`src/rtl/reg_file_sb.sv`:
```
// reg_file_sb: parametrised 2R/1W register file with a per-register write
// scoreboard. Control reserves a destination when a multicycle result is
// launched, and the eventual writeback clears the reservation. Read ports
// report the busy state so decode can stall on RAW/WAW hazards.
//
// Ports:
//   CLK, RST_N          clock, asynchronous active-low reset
//   RA1/RD1/BUSY1       read port 1: address, data, outstanding-write flag
//   RA2/RD2/BUSY2       read port 2: address, data, outstanding-write flag
//   WE/WA3/WD3          write port: enable, address, data
//   RSV/RSV_A/RSV_ACK   reservation request, register to reserve, accept
//   PEND_CNT            registered count of pending registers
`timescale 1ns/1ps

module reg_file_sb #(
    parameter int unsigned DATA_W   = 16,
    parameter int unsigned ADDR_W   = 3,
    parameter int unsigned ZERO_REG = 0,
    parameter int unsigned BYPASS   = 1
) (
    input  logic              CLK,
    input  logic              RST_N,
    input  logic [ADDR_W-1:0] RA1,
    input  logic [ADDR_W-1:0] RA2,
    output logic [DATA_W-1:0] RD1,
    output logic [DATA_W-1:0] RD2,
    output logic              BUSY1,
    output logic              BUSY2,
    input  logic              WE,
    input  logic [ADDR_W-1:0] WA3,
    input  logic [DATA_W-1:0] WD3,
    input  logic              RSV,
    input  logic [ADDR_W-1:0] RSV_A,
    output logic              RSV_ACK,
    output logic [ADDR_W:0]   PEND_CNT
);

    localparam int unsigned NREGS = 2**ADDR_W;
    localparam int unsigned CNT_W = ADDR_W + 1;

    logic [DATA_W-1:0] regs [NREGS];
    logic [NREGS-1:0]  pending_q;
    logic [NREGS-1:0]  pending_d;
    logic [CNT_W-1:0]  pend_cnt_q;

    logic wr_c;
    logic acc_c;
    logic acc_new_c;
    logic clr_c;

    // Effective write/reserve; R0 traffic is dropped when it is hardwired.
    always_comb begin
        wr_c  = WE  && !((ZERO_REG != 0) && (WA3 == '0));
        acc_c = RSV && !pending_q[RSV_A] && !((ZERO_REG != 0) && (RSV_A == '0));
    end

    // Count deltas: acc only fires on a clear bit, so it always adds one; a
    // completion subtracts one unless the same bit is re-reserved this edge.
    always_comb begin
        acc_new_c = acc_c;
        clr_c     = wr_c && pending_q[WA3] && !(acc_c && (RSV_A == WA3));
    end

    // Next pending vector; the reservation is applied last so it wins a tie.
    always_comb begin
        pending_d = pending_q;
        if (wr_c) begin
            pending_d[WA3] = 1'b0;
        end
        if (acc_c) begin
            pending_d[RSV_A] = 1'b1;
        end
    end

    // Register contents.
    always_ff @(posedge CLK or negedge RST_N) begin
        if (!RST_N) begin
            regs <= '{default: '0};
        end else if (wr_c) begin
            regs[WA3] <= WD3;
        end
    end

    // Scoreboard state and pending population count.
    always_ff @(posedge CLK or negedge RST_N) begin
        if (!RST_N) begin
            pending_q  <= '0;
            pend_cnt_q <= '0;
        end else begin
            pending_q  <= pending_d;
            pend_cnt_q <= pend_cnt_q + CNT_W'(acc_new_c) - CNT_W'(clr_c);
        end
    end

    // Read port 1: R0 override beats bypass, bypass beats stored state.
    always_comb begin
        RD1   = regs[RA1];
        BUSY1 = pending_q[RA1];
        if ((BYPASS != 0) && wr_c && (WA3 == RA1)) begin
            RD1   = WD3;
            BUSY1 = 1'b0;
        end
        if ((ZERO_REG != 0) && (RA1 == '0)) begin
            RD1   = '0;
            BUSY1 = 1'b0;
        end
    end

    // Read port 2: identical priority to port 1.
    always_comb begin
        RD2   = regs[RA2];
        BUSY2 = pending_q[RA2];
        if ((BYPASS != 0) && wr_c && (WA3 == RA2)) begin
            RD2   = WD3;
            BUSY2 = 1'b0;
        end
        if ((ZERO_REG != 0) && (RA2 == '0)) begin
            RD2   = '0;
            BUSY2 = 1'b0;
        end
    end

    assign RSV_ACK  = acc_c;
    assign PEND_CNT = pend_cnt_q;

endmodule

```
`config.mk`:
```
export PLATFORM = sky130hd
export DESIGN_NAME = reg_file_sb
export DESIGN_NICKNAME = d
export VERILOG_FILES = /design/src/rtl/reg_file_sb.sv
export SDC_FILE = /design/constraint.sdc
export NUM_CORES = 1
export LEC_CHECK = 0
export BUFFER_PORTS_ARGS = -buffer_cell sky130_fd_sc_hd__buf_2
export CORE_MARGIN = 2
export CORE_UTILIZATION = 56
export CTS_BUF_LIST = sky130_fd_sc_hd__clkbuf_2
export DETAILED_ROUTE_END_ITERATION = 16
export GPL_TIMING_DRIVEN = 0
export PLACE_DENSITY = 0.88
export SLEW_MARGIN = 40
export SYNTH_ARGS = -nofsm -noshare
export SYNTH_HDL_FRONTEND = slang
export SYNTH_SLANG_ARGS = --single-unit
```
`constraint.sdc`:
```
create_clock -name CLK -period 2 [get_ports CLK]
set_clock_uncertainty 0.05 [all_clocks]
set_input_delay 0 -clock CLK [delete_from_list [all_inputs] [get_ports CLK]]
set_output_delay 0 -clock CLK [all_outputs]
set_load 0.03 [all_outputs]
```
==> metrics.txt <==
# TYPE chip_impl_metric gauge
chip_impl_metric{name="first_global_vias",unit=""} 6011
chip_impl_metric{name="place_worst_setup_slack",unit="ns"} -0.3564
chip_impl_metric{name="fin_hold_ws",unit="ns"} 0.06224
chip_impl_metric{name="area_growth_from_synthesis_to_layout",unit="%"} 19.70
chip_impl_metric{name="fin_crit_sh",unit="%"} 125.4
chip_impl_info{name="critical-path-top-delay-family",value="multiplexers"} 1
chip_impl_metric{name="final-hold-violation-count",unit=""} 0
chip_impl_metric{name="arrival_time_of_the_worst_setup_path",unit="ns"} 2.46
chip_impl_info{name="rsz0062_at_grt",value="true"} 1
chip_impl_metric{name="drc",unit=""} 0
chip_impl_metric{name="timing.final.max_slew_violations",unit=""} 0
chip_impl_info{name="violations_in_the_final_reports",value="setup timing"} 1
chip_impl_metric{name="cts-buffers-inserted",unit=""} 17
chip_impl_info{name="netlist_top_cells_count",value="sky130_fd_sc_hd__mux2_2, sky130_fd_sc_hd__dfrtp_1, sky130_fd_sc_hd__mux4_1, sky130_fd_sc_hd__mux4_2, sky130_fd_sc_hd__mux2_4"} 1
chip_impl_metric{name="synth_enable_flop_cells",unit=""} 0
chip_impl_metric{name="final_net_count",unit=""} 708
chip_impl_metric{name="critical_path_peak_fanout",unit=""} 3
chip_impl_metric{name="floorplan.die_area",unit="sq um"} 16070
chip_impl_metric{name="cellPowerDensity",unit="nW/um^2"} 971.8
chip_impl_metric{name="detail-route-antenna-nets",unit=""} 0
chip_impl_metric{name="finalWeightedCongestion",unit=""} 0.8121
chip_impl_metric{name="async_flop_share",unit="%"} 100.0
chip_impl_info{name="critical_path.cell_chain",value="mux4_2 -> mux2_4 -> mux2_4 -> buf_6"} 1
chip_impl_metric{name="worst-r2r-setup-slack",unit="ns"} -0.37
chip_impl_metric{name="synth_area_per_cell",unit="sq um"} 15.84
chip_impl_metric{name="post_synth_instance_area",unit="sq um"} 8441
chip_impl_metric{name="worstSkewPairLatency",unit="ns"} 0.76
chip_impl_info{name="endpoint_kind",value="output pin"} 1
chip_impl_info{name="top_reg_cell_synth",value="sky130_fd_sc_hd__dfrtp_1"} 1
chip_impl_metric{name="syn_nets",unit=""} 570
chip_impl_metric{name="synth_instances",unit=""} 533
chip_impl_metric{name="unique_masters_post_synth",unit=""} 35
chip_impl_metric{name="initial_utilization",unit="%"} 57.64
chip_impl_metric{name="multi_input_area",unit="sq um"} 4604
chip_impl_metric{name="drive_above_1_share",unit="%"} 62.13
chip_impl_metric{name="placed_cells_incl_taps",unit=""} 764
chip_impl_metric{name="ios",unit=""} 71
chip_impl_metric{name="wire_per_inst",unit="microns"} 25.70
chip_impl_metric{name="grtUsageTotal",unit="%"} 28.81
chip_impl_metric{name="drv_cap",unit=""} 0
chip_impl_info{name="startpoint_class_of_the_critical_path",value="register"} 1
chip_impl_metric{name="cts.htree.levels",unit=""} 4
chip_impl_metric{name="seq_area",unit="sq um"} 3508
chip_impl_metric{name="worst_ir_drop_vdd",unit="V"} 0.0004246
chip_impl_info{name="critical_path_class",value="reg2out"} 1
chip_impl_metric{name="height_of_the_chip",unit="microns"} 126.8
chip_impl_metric{name="ys.warnings.count",unit=""} 0
chip_impl_metric{name="critical_path_buf_inv_count",unit=""} 1
chip_impl_metric{name="maxSlewHeadroom",unit="%"} 39.47
chip_impl_metric{name="clkTransAtPathRegs",unit="ns"} 0.23
chip_impl_metric{name="period_needed",unit="ns"} 2.508
chip_impl_metric{name="grt_max_degree",unit=""} 80
chip_impl_metric{name="rows",unit=""} 44
chip_impl_info{name="critical-path-top-cell-by-count",value="sky130_fd_sc_hd__mux2_4"} 1
chip_impl_info{name="hold_path_class",value="in2reg"} 1
chip_impl_metric{name="detail_route.first_pass.iterations",unit=""} 5
chip_impl_metric{name="max_freq",unit="MHz"} 398.7
chip_impl_metric{name="yosys_register_bits",unit=""} 140
chip_impl_metric{name="grt_first_pass_wirelength",unit="mm"} 34.44
chip_impl_metric{name="detail_route.iter0.violations",unit=""} 647
chip_impl_info{name="run_status",value="finished with violations"} 1
chip_impl_metric{name="cts-root-to-sink-buffers",unit=""} 2
chip_impl_info{name="leading_cell_type_by_number_of_instances_after_synthesis",value="sky130_fd_sc_hd__mux2_2"} 1
chip_impl_metric{name="worst_slack",unit="ns"} -0.5081
chip_impl_metric{name="hpwl",unit="mm"} 13.22
chip_impl_metric{name="fillCellCount",unit=""} 932
chip_impl_metric{name="timing.critical_path.slowest_cell_delay",unit="ns"} 0.47
chip_impl_metric{name="power.total",unit="mW"} 9.819
chip_impl_info{name="synthTopCellsByArea",value="sky130_fd_sc_hd__dfrtp_1, sky130_fd_sc_hd__mux2_2, sky130_fd_sc_hd__mux4_1, sky130_fd_sc_hd__mux4_2, sky130_fd_sc_hd__mux2_4"} 1
chip_impl_metric{name="cts.sinks",unit=""} 140
chip_impl_metric{name="finalNonFillerCells",unit=""} 869
chip_impl_info{name="clk_root_buffer_cell",value="sky130_fd_sc_hd__clkbuf_2"} 1
chip_impl_info{name="cts_tree",value="built"} 1
chip_impl_metric{name="post_drt_via_cell_ratio",unit=""} 6.608
chip_impl_metric{name="antenna_violations_before_repair",unit=""} 1
chip_impl_info{name="synth_top_cell_by_area",value="sky130_fd_sc_hd__dfrtp_1"} 1
chip_impl_metric{name="worst_endpoint_required_time",unit="ns"} 1.95
chip_impl_metric{name="floorplan.core_area",unit="sq um"} 14640
chip_impl_metric{name="setup_viol",unit=""} 43
chip_impl_metric{name="grt-ovfl-total",unit=""} 0
chip_impl_metric{name="io_buffers",unit=""} 46
chip_impl_metric{name="tightestPinTransition",unit="ns"} 0.9079
chip_impl_metric{name="synth_seq_area_share",unit="%"} 41.51
chip_impl_info{name="critical-path-slowest-cell",value="sky130_fd_sc_hd__dfrtp_1"} 1
chip_impl_metric{name="die_w",unit="microns"} 126.8
chip_impl_metric{name="wirelength",unit="mm"} 22.34
chip_impl_metric{name="vias",unit=""} 5742
chip_impl_metric{name="power.static_leakage",unit="nW"} 4.386
chip_impl_metric{name="top_area_cell_type_share_of_the_netlist_area",unit="%"} 41.51
[report_power, final]
group          total (mW)  internal [mW]  switching [mW]
clock network        1.48          0.421            1.06
logic                4.23           2.49            1.75
registers            4.10           3.50           0.607
total                9.82           6.40            3.42
[final timing paths]
path                                   startpoint                     end  cells past startpoint
min                                      RSV_A[0]  pending_q[3]$_DFF_PN0_                      4
max in group asynchronous                   RST_N   regs[122]$_DFFE_PN0P_                      4
min reg2reg                  regs[74]$_DFFE_PN0P_    regs[74]$_DFFE_PN0P_                      1
min in group asynchronous                   RST_N   regs[113]$_DFFE_PN0P_                      3
max reg2reg                pending_q[3]$_DFF_PN0_   PEND_CNT[1]$_DFF_PN0_                      9
max                          regs[64]$_DFFE_PN0P_                  RD2[0]                      4
[layout by cell type, fill, tap and decap left out, types with 5 or more instances in the layout]
cell type / netlist / routed
sky130_fd_sc_hd__clkbuf_2: 0 / 21
sky130_fd_sc_hd__nand2b_1: 10 / 10
sky130_fd_sc_hd__buf_12: 6 / 6
sky130_fd_sc_hd__clkbuf_1: 11 / 7
sky130_fd_sc_hd__clkinv_2: 0 / 5
sky130_fd_sc_hd__mux2_2: 176 / 142
sky130_fd_sc_hd__clkinv_1: 0 / 5
sky130_fd_sc_hd__o31ai_1: 7 / 7
sky130_fd_sc_hd__buf_4: 2 / 29
sky130_fd_sc_hd__nand2_1: 10 / 10
sky130_fd_sc_hd__dlygate4sd3_1: 0 / 42
sky130_fd_sc_hd__xnor2_1: 9 / 8
sky130_fd_sc_hd__buf_6: 5 / 43
sky130_fd_sc_hd__buf_1: 16 / 16
sky130_fd_sc_hd__mux2_4: 19 / 53
sky130_fd_sc_hd__mux4_2: 26 / 70
sky130_fd_sc_hd__dfrtp_1: 140 / 136
sky130_fd_sc_hd__buf_2: 15 / 20
[worst reg2reg max path, stage by stage (launching register included)]
cell and delay, ns:
sky130_fd_sc_hd__dfrtp_1 0.50, sky130_fd_sc_hd__nand2b_1 0.08, sky130_fd_sc_hd__mux4_2 0.50, sky130_fd_sc_hd__a31oi_4 0.17
sky130_fd_sc_hd__ha_4 0.22, sky130_fd_sc_hd__inv_2 0.06, sky130_fd_sc_hd__ha_4 0.13, sky130_fd_sc_hd__inv_2 0.04
sky130_fd_sc_hd__fa_2 0.52, sky130_fd_sc_hd__inv_2 0.03
[through the flow]
step | setup TNS, ns | util, % | instance area, sq um
after CTS | -17.78 | 67.74 | 9920
after global routing | -17.63 | 68.99 | 10100
after floorplan | -0.5042 | - | 8452
after global placement | -131.18 | 60.86 | 8912
final | -16.02 | 68.99 | 10100
after detailed placement | -7.254 | 61.12 | 8950
[kinds of logic after synthesis]
kind of cell    count (synthesis)  synth area share [%]
xor+xnor                        9                0.9339
mux                           266                 47.61
flops                         140                 41.51
compound gates                 15                 1.334
fa+ha+maj                       5                0.8302
buf+inv                        63                 4.714
simple gates                   35                 3.069
[final cells by class]
class,count,area share [%]
sequential,140,34.72
tap,184,2.279
clock inverter,15,1.053
clock buffer,17,0.8421
inverter,8,0.3220
buffer,55,3.851
timing repair buffer,119,11.33
multi-input combinational,330,45.57
antenna,1,0.02477
[metal layers]
| metal | up-vias | GRT usage (%) | part of all wire (%) |
|---|---|---|---|
| met1 | 2971 | 36.82 | 38 |
| met4 | 0 | 14.74 | 4.3 |
| met5 | - | 0 | 0 |
| li1 | 2323 | - | - |
| met3 | 91 | 7.845 | 7.8 |
| met2 | 357 | 45.72 | 50 |
[registers in the layout, indices dropped and copies added (netlist names)]
register,count
pending_q,8
PEND_CNT,4
regs,128
[repair_timing]
item / CTS / global route
buffers inserted: 21 / 8
hold endpoints to repair: 279 / 7
pin swaps: 6 / 7
resized for setup: 159 / 23
endpoints found under the setup margin: 38 / 66
hold buffers: 41 / 3
Power figures use the tool's default switching activity.
